### src/rtl/keypad_scanner.sv
// keypad_scanner: autonomous 4x4 keypad scan controller with frame debouncing,
// a small key-code FIFO and a Wishbone register interface.
module keypad_scanner #(
   parameter logic [15:0] SETTLE   = 16'd1000,
   parameter logic [2:0]  DEBOUNCE = 3'd3,
   parameter int          LGFIFO   = 2
) (
   input  logic        i_clk,
   input  logic        i_reset,
   input  logic        i_wb_cyc,
   input  logic        i_wb_stb,
   input  logic        i_wb_we,
   input  logic        i_wb_addr,
   input  logic [31:0] i_wb_data,
   output logic        o_wb_ack,
   output logic        o_wb_stall,
   output logic [31:0] o_wb_data,
   output logic [3:0]  o_kp_col,
   input  logic [3:0]  i_kp_row,
   output logic        o_int
);
   localparam int DEPTH = 1 << LGFIFO;

   localparam logic [2:0] S_IDLE   = 3'd0;
   localparam logic [2:0] S_DRIVE  = 3'd1;
   localparam logic [2:0] S_SAMPLE = 3'd2;
   localparam logic [2:0] S_EVAL   = 3'd3;
   localparam logic [2:0] S_PUSH   = 3'd4;

   logic [3:0]      row_meta_q, row_sync_q;
   logic [2:0]      state_q, state_d;
   logic [1:0]      col_q, col_d;
   logic [15:0]     cnt_q, cnt_d;
   logic [3:0]      kp_col_q, kp_col_d;
   logic [15:0]     frame_q, frame_d;
   logic [15:0]     prev_frame_q, prev_frame_d;
   logic [15:0]     debounced_q, debounced_d;
   logic [15:0]     newkeys_q, newkeys_d;
   logic [2:0]      stable_q, stable_d, stable_inc;
   logic [3:0]      idx_q, idx_d;
   logic            enable_q, enable_d;
   logic            overflow_q, overflow_d;
   logic [LGFIFO:0] wr_ptr_q, wr_ptr_d, rd_ptr_q, rd_ptr_d;
   logic [LGFIFO:0] fill_q, fill_d;
   logic [3:0]      mem_q [DEPTH];
   logic [2:0]      fill3;
   logic            push, push_ok, pop, flush, full, empty;
   logic            wb_req, wb_rd0, wb_wr0, wb_rd1, wb_wr1;
   logic            ack_q;
   logic [31:0]     rdata_q, rdata_d;
   logic            int_q;
   logic            unused_wb;

   assign unused_wb = ^i_wb_data[30:2];

   assign wb_req = i_wb_cyc & i_wb_stb;
   assign wb_rd0 = wb_req & ~i_wb_we & ~i_wb_addr;
   assign wb_wr0 = wb_req &  i_wb_we & ~i_wb_addr;
   assign wb_rd1 = wb_req & ~i_wb_we &  i_wb_addr;
   assign wb_wr1 = wb_req &  i_wb_we &  i_wb_addr;

   assign fill_q = wr_ptr_q - rd_ptr_q;
   assign fill3  = 3'(fill_q);
   assign full   = (fill_q == (LGFIFO+1)'(DEPTH));
   assign empty  = (fill_q == '0);
   assign pop    = wb_rd0 & ~empty;
   assign flush  = wb_wr0 & i_wb_data[31];

   // Scan sequencer: column walk, frame capture, debounce and new-key push
   always_comb begin
      state_d      = state_q;
      col_d        = col_q;
      cnt_d        = cnt_q;
      kp_col_d     = kp_col_q;
      frame_d      = frame_q;
      prev_frame_d = prev_frame_q;
      debounced_d  = debounced_q;
      newkeys_d    = newkeys_q;
      stable_d     = stable_q;
      idx_d        = idx_q;
      push         = 1'b0;
      stable_inc   = (stable_q >= DEBOUNCE) ? DEBOUNCE : stable_q + 3'd1;
      // Disabling aborts a scan in progress; an ongoing push sequence completes.
      if (!enable_d && (state_q == S_DRIVE || state_q == S_SAMPLE || state_q == S_EVAL)) begin
         state_d  = S_IDLE;
         col_d    = 2'd0;
         kp_col_d = 4'hf;
         frame_d  = 16'h0;
         stable_d = 3'd0;
      end else begin
         case (state_q)
            S_IDLE: begin
               kp_col_d = 4'hf;
               if (enable_d) begin
                  state_d  = S_DRIVE;
                  col_d    = 2'd0;
                  kp_col_d = 4'he;
                  cnt_d    = SETTLE - 16'd1;
               end
            end
            S_DRIVE: begin
               if (cnt_q == 16'd0) state_d = S_SAMPLE;
               else                cnt_d   = cnt_q - 16'd1;
            end
            S_SAMPLE: begin
               frame_d[{col_q, 2'b00} +: 4] = ~row_sync_q;
               if (col_q != 2'd3) begin
                  col_d    = col_q + 2'd1;
                  kp_col_d = ~(4'h1 << (col_q + 2'd1));
                  cnt_d    = SETTLE - 16'd1;
                  state_d  = S_DRIVE;
               end else begin
                  kp_col_d = 4'hf;
                  state_d  = S_EVAL;
               end
            end
            S_EVAL: begin
               stable_d     = (frame_q == prev_frame_q) ? stable_inc : 3'd0;
               prev_frame_d = frame_q;
               state_d      = S_IDLE;
               if (stable_d == DEBOUNCE) begin
                  newkeys_d   = frame_q & ~debounced_q;
                  debounced_d = frame_q;
                  if ((frame_q & ~debounced_q) != 16'h0) begin
                     state_d = S_PUSH;
                     idx_d   = 4'd0;
                  end
               end
            end
            S_PUSH: begin
               push  = newkeys_q[idx_q];
               idx_d = idx_q + 4'd1;
               if (idx_q == 4'd15) state_d = S_IDLE;
            end
            default: begin
               state_d  = S_IDLE;
               kp_col_d = 4'hf;
            end
         endcase
      end
   end

   // FIFO pointers, enable/overflow control and registered read data
   always_comb begin
      push_ok  = push & (~full | pop) & ~flush;
      wr_ptr_d = wr_ptr_q;
      rd_ptr_d = rd_ptr_q;
      if (flush) begin
         wr_ptr_d = '0;
         rd_ptr_d = '0;
      end else begin
         if (push_ok) wr_ptr_d = wr_ptr_q + 1'b1;
         if (pop)     rd_ptr_d = rd_ptr_q + 1'b1;
      end
      fill_d = wr_ptr_d - rd_ptr_d;

      enable_d = wb_wr1 ? i_wb_data[0] : enable_q;

      overflow_d = overflow_q;
      if (wb_wr1 && i_wb_data[1])            overflow_d = 1'b0;
      if (push && full && !pop && !flush)    overflow_d = 1'b1;

      rdata_d = rdata_q;
      if (wb_rd0)
         rdata_d = {21'h0, fill3, 3'b000, ~empty,
                    empty ? 4'h0 : mem_q[rd_ptr_q[LGFIFO-1:0]]};
      else if (wb_rd1)
         rdata_d = {29'h0, |debounced_q, overflow_q, enable_q};
   end

   // Key-code storage; contents are don't-care while the pointers say empty
   always_ff @(posedge i_clk) begin
      if (push_ok) mem_q[wr_ptr_q[LGFIFO-1:0]] <= idx_q;
   end

   // State registers with synchronous reset
   always_ff @(posedge i_clk) begin
      if (i_reset) begin
         row_meta_q   <= 4'hf;
         row_sync_q   <= 4'hf;
         state_q      <= S_IDLE;
         col_q        <= 2'd0;
         cnt_q        <= 16'd0;
         kp_col_q     <= 4'hf;
         frame_q      <= 16'h0;
         prev_frame_q <= 16'h0;
         debounced_q  <= 16'h0;
         newkeys_q    <= 16'h0;
         stable_q     <= 3'd0;
         idx_q        <= 4'd0;
         enable_q     <= 1'b1;
         overflow_q   <= 1'b0;
         wr_ptr_q     <= '0;
         rd_ptr_q     <= '0;
         ack_q        <= 1'b0;
         rdata_q      <= 32'h0;
         int_q        <= 1'b0;
      end else begin
         row_meta_q   <= i_kp_row;
         row_sync_q   <= row_meta_q;
         state_q      <= state_d;
         col_q        <= col_d;
         cnt_q        <= cnt_d;
         kp_col_q     <= kp_col_d;
         frame_q      <= frame_d;
         prev_frame_q <= prev_frame_d;
         debounced_q  <= debounced_d;
         newkeys_q    <= newkeys_d;
         stable_q     <= stable_d;
         idx_q        <= idx_d;
         enable_q     <= enable_d;
         overflow_q   <= overflow_d;
         wr_ptr_q     <= wr_ptr_d;
         rd_ptr_q     <= rd_ptr_d;
         ack_q        <= wb_req;
         rdata_q      <= rdata_d;
         int_q        <= (fill_d != '0);
      end
   end

   assign o_wb_ack   = ack_q;
   assign o_wb_stall = 1'b0;
   assign o_wb_data  = rdata_q;
   assign o_kp_col   = kp_col_q;
   assign o_int      = int_q;
endmodule

### config.mk
export PLATFORM = sky130hd
export DESIGN_NAME = keypad_scanner
export DESIGN_NICKNAME = d
export VERILOG_FILES = /design/src/rtl/keypad_scanner.sv
export SDC_FILE = /design/constraint.sdc
export NUM_CORES = 1
export LEC_CHECK = 0
export ABC_CLOCK_PERIOD_IN_PS = 8100
export CORE_MARGIN = 2
export CORE_UTILIZATION = 55
export CTS_CLUSTER_SIZE = 30
export DETAILED_ROUTE_END_ITERATION = 10
export GPL_TIMING_DRIVEN = 0
export HOLD_SLACK_MARGIN = 0.02
export PLACE_DENSITY = 0.9
export SETUP_SLACK_MARGIN = 0.5
export SYNTH_ARGS = -nofsm -noshare
export SYNTH_HDL_FRONTEND = slang
export SYNTH_SLANG_ARGS = --single-unit
### constraint.sdc
create_clock -name i_clk -period 8.1 [get_ports i_clk]
set_input_delay 1.62 -clock i_clk [delete_from_list [all_inputs] [get_ports i_clk]]
set_output_delay 1.62 -clock i_clk [all_outputs]
set_load 0.01 [all_outputs]
# Word-level counts from Yosys, hierarchy flattened
# Memory sizes are Yosys's and may differ from the RTL's. A register that Yosys moved wholly into a read port is not among the register bits.
# Cells that the tools add are included.
dict set report totals {
  regBits 122
  ram_bits 16
  mem_count 1
  out_inout_bits 39
  in_bits 42
  elab_cells 141
}
# name words width rd rd_clocked_by_memory_dff write_ports line_no
set memory_table {}
lappend memory_table {mem_q 4 4 1 1 1 45} ;# logic [3:0] mem_q [DEPTH];
dict set report classes {
  n_lt_le_gt_ge 2
  shifts 3
  n_eq_ne 16
  n_mux 40
  n_reduce_logical 29
  addsub 9
  bitwise 22
}
# operator n
set ops {}
lappend ops {{16-bit two-way mux} 3}
lappend ops {{16-bit case mux with 3 select lines} 1}
lappend ops {{3-bit two-way mux} 11}
lappend ops {{11-bit two-way mux} 2}
lappend ops {{16-bit AND} 1}
lappend ops {{16-bit bitwise mux} 1}
lappend ops {{16-bit == test} 1}
lappend ops {{16-bit zero test} 1}
lappend ops {{4-bit two-way mux} 4}
lappend ops {{16-bit NOT} 1}
lappend ops {{16-bit nonzero test} 1}
lappend ops {{16-bit OR reduction} 1}
lappend ops {{4-bit by 6-bit variable shift with 16-bit output (first input constant)} 1}
lappend ops {{4-bit by 6-bit variable part select with 16-bit output} 1}
lappend ops {{16-bit by 1-bit subtractor with 16-bit output (second input constant)} 1}
lappend ops {{3-bit case mux with 5 select lines} 1}
lappend ops {{4-bit case mux with 3 select lines} 1}
lappend ops {{1-bit AND} 11}
lappend ops {{3-bit by 1-bit adder with 3-bit output (second input constant)} 3}
lappend ops {{3-bit by 2-bit == test with 1-bit output (second input constant)} 3}
lappend ops {{1-bit two-way mux} 9}
lappend ops {{3-bit AND reduction} 3}
lappend ops {{2-bit two-way mux} 4}
lappend ops {{2-bit by 1-bit != test with 1-bit output (second input constant)} 4}
lappend ops {{28 further kinds} 51}

# Depth between registers and ports, before layout
dict set report depth {
  ltp_word 13
  ltp_mapped 13
  mapped_depth_nobuf 13
}

# Least setup slack after synthesis
# Ideal clock, no wire load.
dict set report synth_path {
  path_kind {input to register}
  startpoint {in i_wb_addr}
  endpoint {reg int_q (netlist: o_int)}
  n_path_buf 1
  setup_ns 0.121
  t_arrival_ns 3.480
  stages 11
  slack_ns 4.499
  required_time_ns 7.979
  path_cell_list {buf_2 -> and4bb_2 -> nor3b_1 -> a21oi_1 -> mux2i_1 -> nor2_1 -> ha_1 -> nand2_1 -> nor2_1 -> nor2_1 -> mux2_2}
}
dict set report synth_via {
  elab_chain_cells 11
  elab_cells_between_ends 20
  cone_classes {add/sub (1); mux (6); bitwise (10); reduce/logical (3)}
}
# element line_no
set synth_rtl {}
lappend synth_rtl {{start: declaration} 13} ;# input logic i_wb_addr,
lappend synth_rtl {{1-bit AND} 60} ;# assign wb_wr1 = wb_req & i_wb_we & i_wb_addr;
lappend synth_rtl {{1-bit two-way mux} 157} ;# enable_d = wb_wr1 ? i_wb_data[0] : enable_q;
lappend synth_rtl {{1-bit zero test} 84} ;# if (!enable_d && (state_q == S_DRIVE || state_q == S_SAMPLE || state_q == S_EVAL)) begin
lappend synth_rtl {{1-bit logical AND} 84}
lappend synth_rtl {{1-bit two-way mux} 84}
lappend synth_rtl {{1-bit AND (2 in a row)} 145} ;# push_ok = push & (~full | pop) & ~flush;
lappend synth_rtl {{3-bit two-way mux} 152} ;# if (push_ok) wr_ptr_d = wr_ptr_q + 1'b1;
lappend synth_rtl {{3-bit two-way mux (*)} 148} ;# if (flush) begin
lappend synth_rtl {{via wr_ptr_d[1]} 43} ;# logic [LGFIFO:0] wr_ptr_q, wr_ptr_d, rd_ptr_q, rd_ptr_d;
lappend synth_rtl {{3-bit subtractor (*)} 155} ;# fill_d = wr_ptr_d - rd_ptr_d;
lappend synth_rtl {{3-bit nonzero test (*)} 217} ;# int_q <= (fill_d != '0);
lappend synth_rtl {{end signal: assignment} 217}
lappend synth_rtl {{end: declaration} 51} ;# logic int_q;
# The timed path passes the listed nets; every way through them passes the cells marked *.
# A chain may end at the register's enable or synchronous reset.

# Final worst setup path
dict set report layout_path {
  startpoint {in i_wb_we}
  endpoint {reg int_q (netlist: o_int)}
}
dict set report layout_via {
  elab_chain_cells 12
  elab_cells_between_ends 22
  cone_classes {add/sub (1); mux (6); bitwise (12); reduce/logical (3)}
}
# element line_no
set layout_rtl {}
lappend layout_rtl {{start: declaration} 12} ;# input logic i_wb_we,
lappend layout_rtl {{1-bit AND} {58, 60}}
lappend layout_rtl {{1-bit AND} 60}
lappend layout_rtl {{1-bit two-way mux} 157}
lappend layout_rtl {{1-bit zero test} 84}
lappend layout_rtl {{1-bit logical AND} 84}
lappend layout_rtl {{1-bit two-way mux} 84}
lappend layout_rtl {{1-bit AND (2 in a row)} 145}
lappend layout_rtl {{3-bit two-way mux} 152}
lappend layout_rtl {{3-bit two-way mux (*)} 148}
lappend layout_rtl {{via wr_ptr_d[1]} 43}
lappend layout_rtl {{3-bit subtractor (*)} 155}
lappend layout_rtl {{3-bit nonzero test (*)} 217}
# Marks and branches as above.

==> qor.csv <==
stage,metric,value,unit
run_status,outcome,"complete, but fails checks",
run_status,violations,DRC,
placed_design,port_buffers,25,
logic_synthesis,yosysWarnings,0,
setup_path,start_kind,primary input,
detailed_routing,viasPerCell,5.658,
placed_design,dp_hpwl,10110,microns
logic_synthesis,yosysTopAreaCellShare,37.33,%
worst_hold_path,whs_path_depth,1,
detailed_routing,antenna_left,0,
clocking,tritoncts,yes,
finish,diodes,0,
floorplanning,start_util,56.81,%
global_route,grt_usage,23.58,%
global_route,antenna_found_initial,0,
setup_path,r2r_start,wr_ptr_q[0]$_SDFF_PP0_,
clocking,hold_buffers,0,
sta,worstMarginPinSlew,0.6342,ns
placed_design,placed_cell_area,7062,sq um
finish,fin_area,7687,sq um
floorplanning,core-area,11520,sq um
clocking,clockRootBuffer,clkbuf_16,
setup_path,crit_required,8.41,ns
clocking,htreeDepth,4,
logic_synthesis,synth_cells,708,
setup_path,cp-startpoint,i_wb_we,
sta,period_needed,3.899,ns
sta,fmax,256.5,MHz
clocking,clock_latency,0.42,ns
logic_synthesis,syn_area,6543,sq um
global_route,grt_max_degree,17,
power_and_ir_drop,pwr-share-clk,48.5,%
finish,nets,839,
global_route,grt_first_pass_wirelength,24090,microns
logic_synthesis,yosysMostFrequentCell,dfxtp_1,
worst_hold_path,worst_hold_path.endpoint,row_sync_q[1]$_SDFF_PP1_,
logic_synthesis,synth_edf_count,16,
run,drv_cap,0,
logic_synthesis,yosysTopAreaCell,dfxtp_1,
sta,drv_slew,0,
worst_hold_path,worstHoldStart,row_meta_q[1]$_SDFF_PP1_,
finish,layout-drive-gt1-share,12.17,%
power_and_ir_drop,seqPwrFrac,43.1,%
setup_path,r2r_end,o_int$_SDFF_PP0_,
detailed_routing,wire_per_inst,15.70,microns
clocking,cts.sinks,138,
logic_synthesis,ys_seq_elements,138,
floorplanning,dieHeight,113.1,microns
global_route,globalRoute.totalOverflow,0,
setup_path,crit_fanout,6,
power_and_ir_drop,swShare,23.77,%
setup_path,reg2reg_depth,13,
setup_path,critPathCaptureType,register,
logic_synthesis,ys.flop_type,dfxtp_1,
power_and_ir_drop,p_int,1.278,mW
sta,slew_headroom,56.51,%
logic_synthesis,post_synth_main_area_contributors,"dfxtp_1 (37%), edfxtp_1 (7.3%), mux2i_1 (6.1%)",
power_and_ir_drop,power.switching,0.3985,mW
floorplanning,num_rows,39,
detailed_routing,num_vias,5273,
logic_synthesis,synth_cell_type_count,60,
detailed_routing,wl_met2,7082,microns
setup_path,r2r_setup_slack,4.88,ns
detailed_routing,drtIter0Drc,618,
sta,min_period_over_period,48.14,%
clocking,clockBufferDepth,2,
setup_path,critical_path_arrival,4.21,ns
clocking,cts-resized-gates,0,
detailed_routing,wl,14640,microns
power_and_ir_drop,p_leak,3.151,nW
sta,rsz0062_at_grt,false,
detailed_routing,firstDrtPassIters,9,
detailed_routing,dr_wl_met3,784,microns
detailed_routing,drcViolationCount,9,
sta,finalHoldViolCount,0,
global_route,grt_pass1_vias,4922,
floorplanning,ios,81,
logic_synthesis,postSynthAreaPerCell,9.241,sq um
finish,syn2layout_area_growth,17.50,%
setup_path,critPathKind,primary input to register,
clocking,clk_pin_slew,0.06,ns
detailed_routing,met1_length,6374,microns
detailed_routing,maxUsedRoutingLayer,met4,
sta,setup_viol,0,
power_and_ir_drop,p_comb_share,8.4,%
floorplanning,fp.dieW,113.1,microns
sta,clock_skew,0.006823,ns
worst_hold_path,hold_path.class,register to register,
finish,final_core_util,66.75,%
logic_synthesis,ys_seq_area_share,44.67,%
power_and_ir_drop,power_density,218.1,nW/um^2
logic_synthesis,async_flop_share,0,%
logic_synthesis,synth_common_cells,"dfxtp_1 (122), nor2_1 (95), nand2_1 (72)",
clocking,numCtsBuffers,17,
floorplanning,die_area,12780,sq um
placed_design,gp_congestion,0.8313,
sta,tns,0,ns
power_and_ir_drop,max-vdd-ir-drop,0.0002241,V
clocking,post_cts_buffers,0,
-- final cells by class --
type | count | area (sq um)
plain buffers | 53 | 317.8
well taps | 143 | 178.9
multi-input cells | 527 | 3339
repair buffers | 25 | 250.2
clock inverters | 12 | 158.9
fillers | 876 | 3829
flip-flops and latches | 138 | 2923
inverters | 14 | 52.55
clock buffers | 20 | 466.7
-- routing by layer --
metal | vias up | GRT usage (%)
met3 | 36 | 5.035
li1 | 2568 | -
met4 | 0 | 8.943
met1 | 2475 | 30.18
met2 | 194 | 39.32
met5 | - | 0
-- kinds of logic (layout without fill, tap and decap cells) --
kind of cell	count (synthesis)	in the layout	synth area share [%]
adder cells (fa/ha/maj)	21	21	4.131
other	1	25	0.05732
AND/OR/NAND/NOR	296	296	22.85
AO/OA/AOI/OAI	104	104	9.352
multiplexers	49	49	8.759
buffers and inverters	67	124	5.661
flip-flops	138	138	44.67
XOR/XNOR	32	32	4.513
-- critical path, cell delays in order --
cell and delay [ns]:
clkdlybuf4s50_1 0.52, and4bb_2 0.42, nor3b_1 0.10, a21oi_1 0.40, mux2i_1 0.34, nor2_1 0.08
ha_1 0.30, nand2_1 0.05, nor2_1 0.08, nor2_1 0.04, mux2_2 0.27
-- placed cells by master, fill, tap and decap left out, types with 3 or more instances in the layout --
cell and count:
inv_1 14, clkbuf_8 3, a21oi_1 57, nor3b_1 3, nor2_1 95, nor4_1 10
a22oi_1 8, buf_2 5, nand4_1 8, o211ai_1 3, nor4b_1 3, mux2i_1 40
nand2_1 72, mux4_2 6, clkdlybuf4s50_1 25, inv_6 3, ha_1 20, nand2b_1 7
o22ai_1 3, edfxtp_1 16, nor3_1 27, clkbuf_16 17, buf_4 28, bufinv_16 3
conb_1 25, a311oi_1 3, a211oi_1 4, and3_1 6, o21ai_0 11, or2_2 12
o31ai_1 3, or3_1 8, dfxtp_1 122, xnor2_1 30, nand3_1 11, clkbuf_1 19
nor2b_1 19, clkinvlp_4 3, a31oi_1 4
-- metrics by stage --
| stage | power, mW | hold slack [ns] | instances | setup slack [ns] |
|---|---|---|---|---|
| 2_1_floorplan | 0.8375 | 0.3895 | 732 | 4.499 |
| 4_1_cts | 1.678 | 0.4072 | 932 | 4.208 |
| 6_report | 1.677 | 0.4065 | 932 | 4.201 |
| 3_5_place_dp | 0.8727 | 0.3932 | 900 | 3.780 |
| 5_1_grt | 1.730 | 0.4232 | 932 | 3.966 |
| 3_3_place_gp | 0.8694 | 0.3912 | 900 | 3.841 |
-- worst max-delay path by stage --
stage | slack (ns) | cells after the start | to
global placement | 3.84 | 11 | o_int$_SDFF_PP0_
detailed placement | 3.78 | 11 | o_int$_SDFF_PP0_
floorplan | 4.50 | 11 | o_int$_SDFF_PP0_
global route | 3.97 | 11 | o_int$_SDFF_PP0_
finish | 4.20 | 11 | o_int$_SDFF_PP0_
CTS | 4.21 | 11 | o_int$_SDFF_PP0_
-- power groups by stage --
stage | Combinational (mW) | Clock (mW) | Sequential [mW]
6_report | 0.141 | 0.813 | 0.723
5_1_grt | 0.155 | 0.851 | 0.724
4_1_cts | 0.139 | 0.817 | 0.722
3_5_place_dp | 0.136 | 0 | 0.737
3_3_place_gp | 0.133 | 0 | 0.736
2_1_floorplan | 0.104 | 0 | 0.734
-- registers in the layout, summed over array words and instances (netlist names) --
| name | count |
|---|---|
| cnt_q | 16 |
| debounced_q | 16 |
| frame_q | 16 |
| mem_q | 16 |
| newkeys_q | 16 |
| prev_frame_q | 16 |
| o_wb_data | 8 |
| idx_q | 4 |
| o_kp_col | 4 |
| row_meta_q | 4 |
| row_sync_q | 4 |
| rd_ptr_q | 3 |
| stable_q | 3 |
| state_q | 3 |
| wr_ptr_q | 3 |
| col_q | 2 |
| enable_q | 1 |
| o_int | 1 |
| o_wb_ack | 1 |
| overflow_q | 1 |
Note: power is estimated with default switching activity, not from simulation.
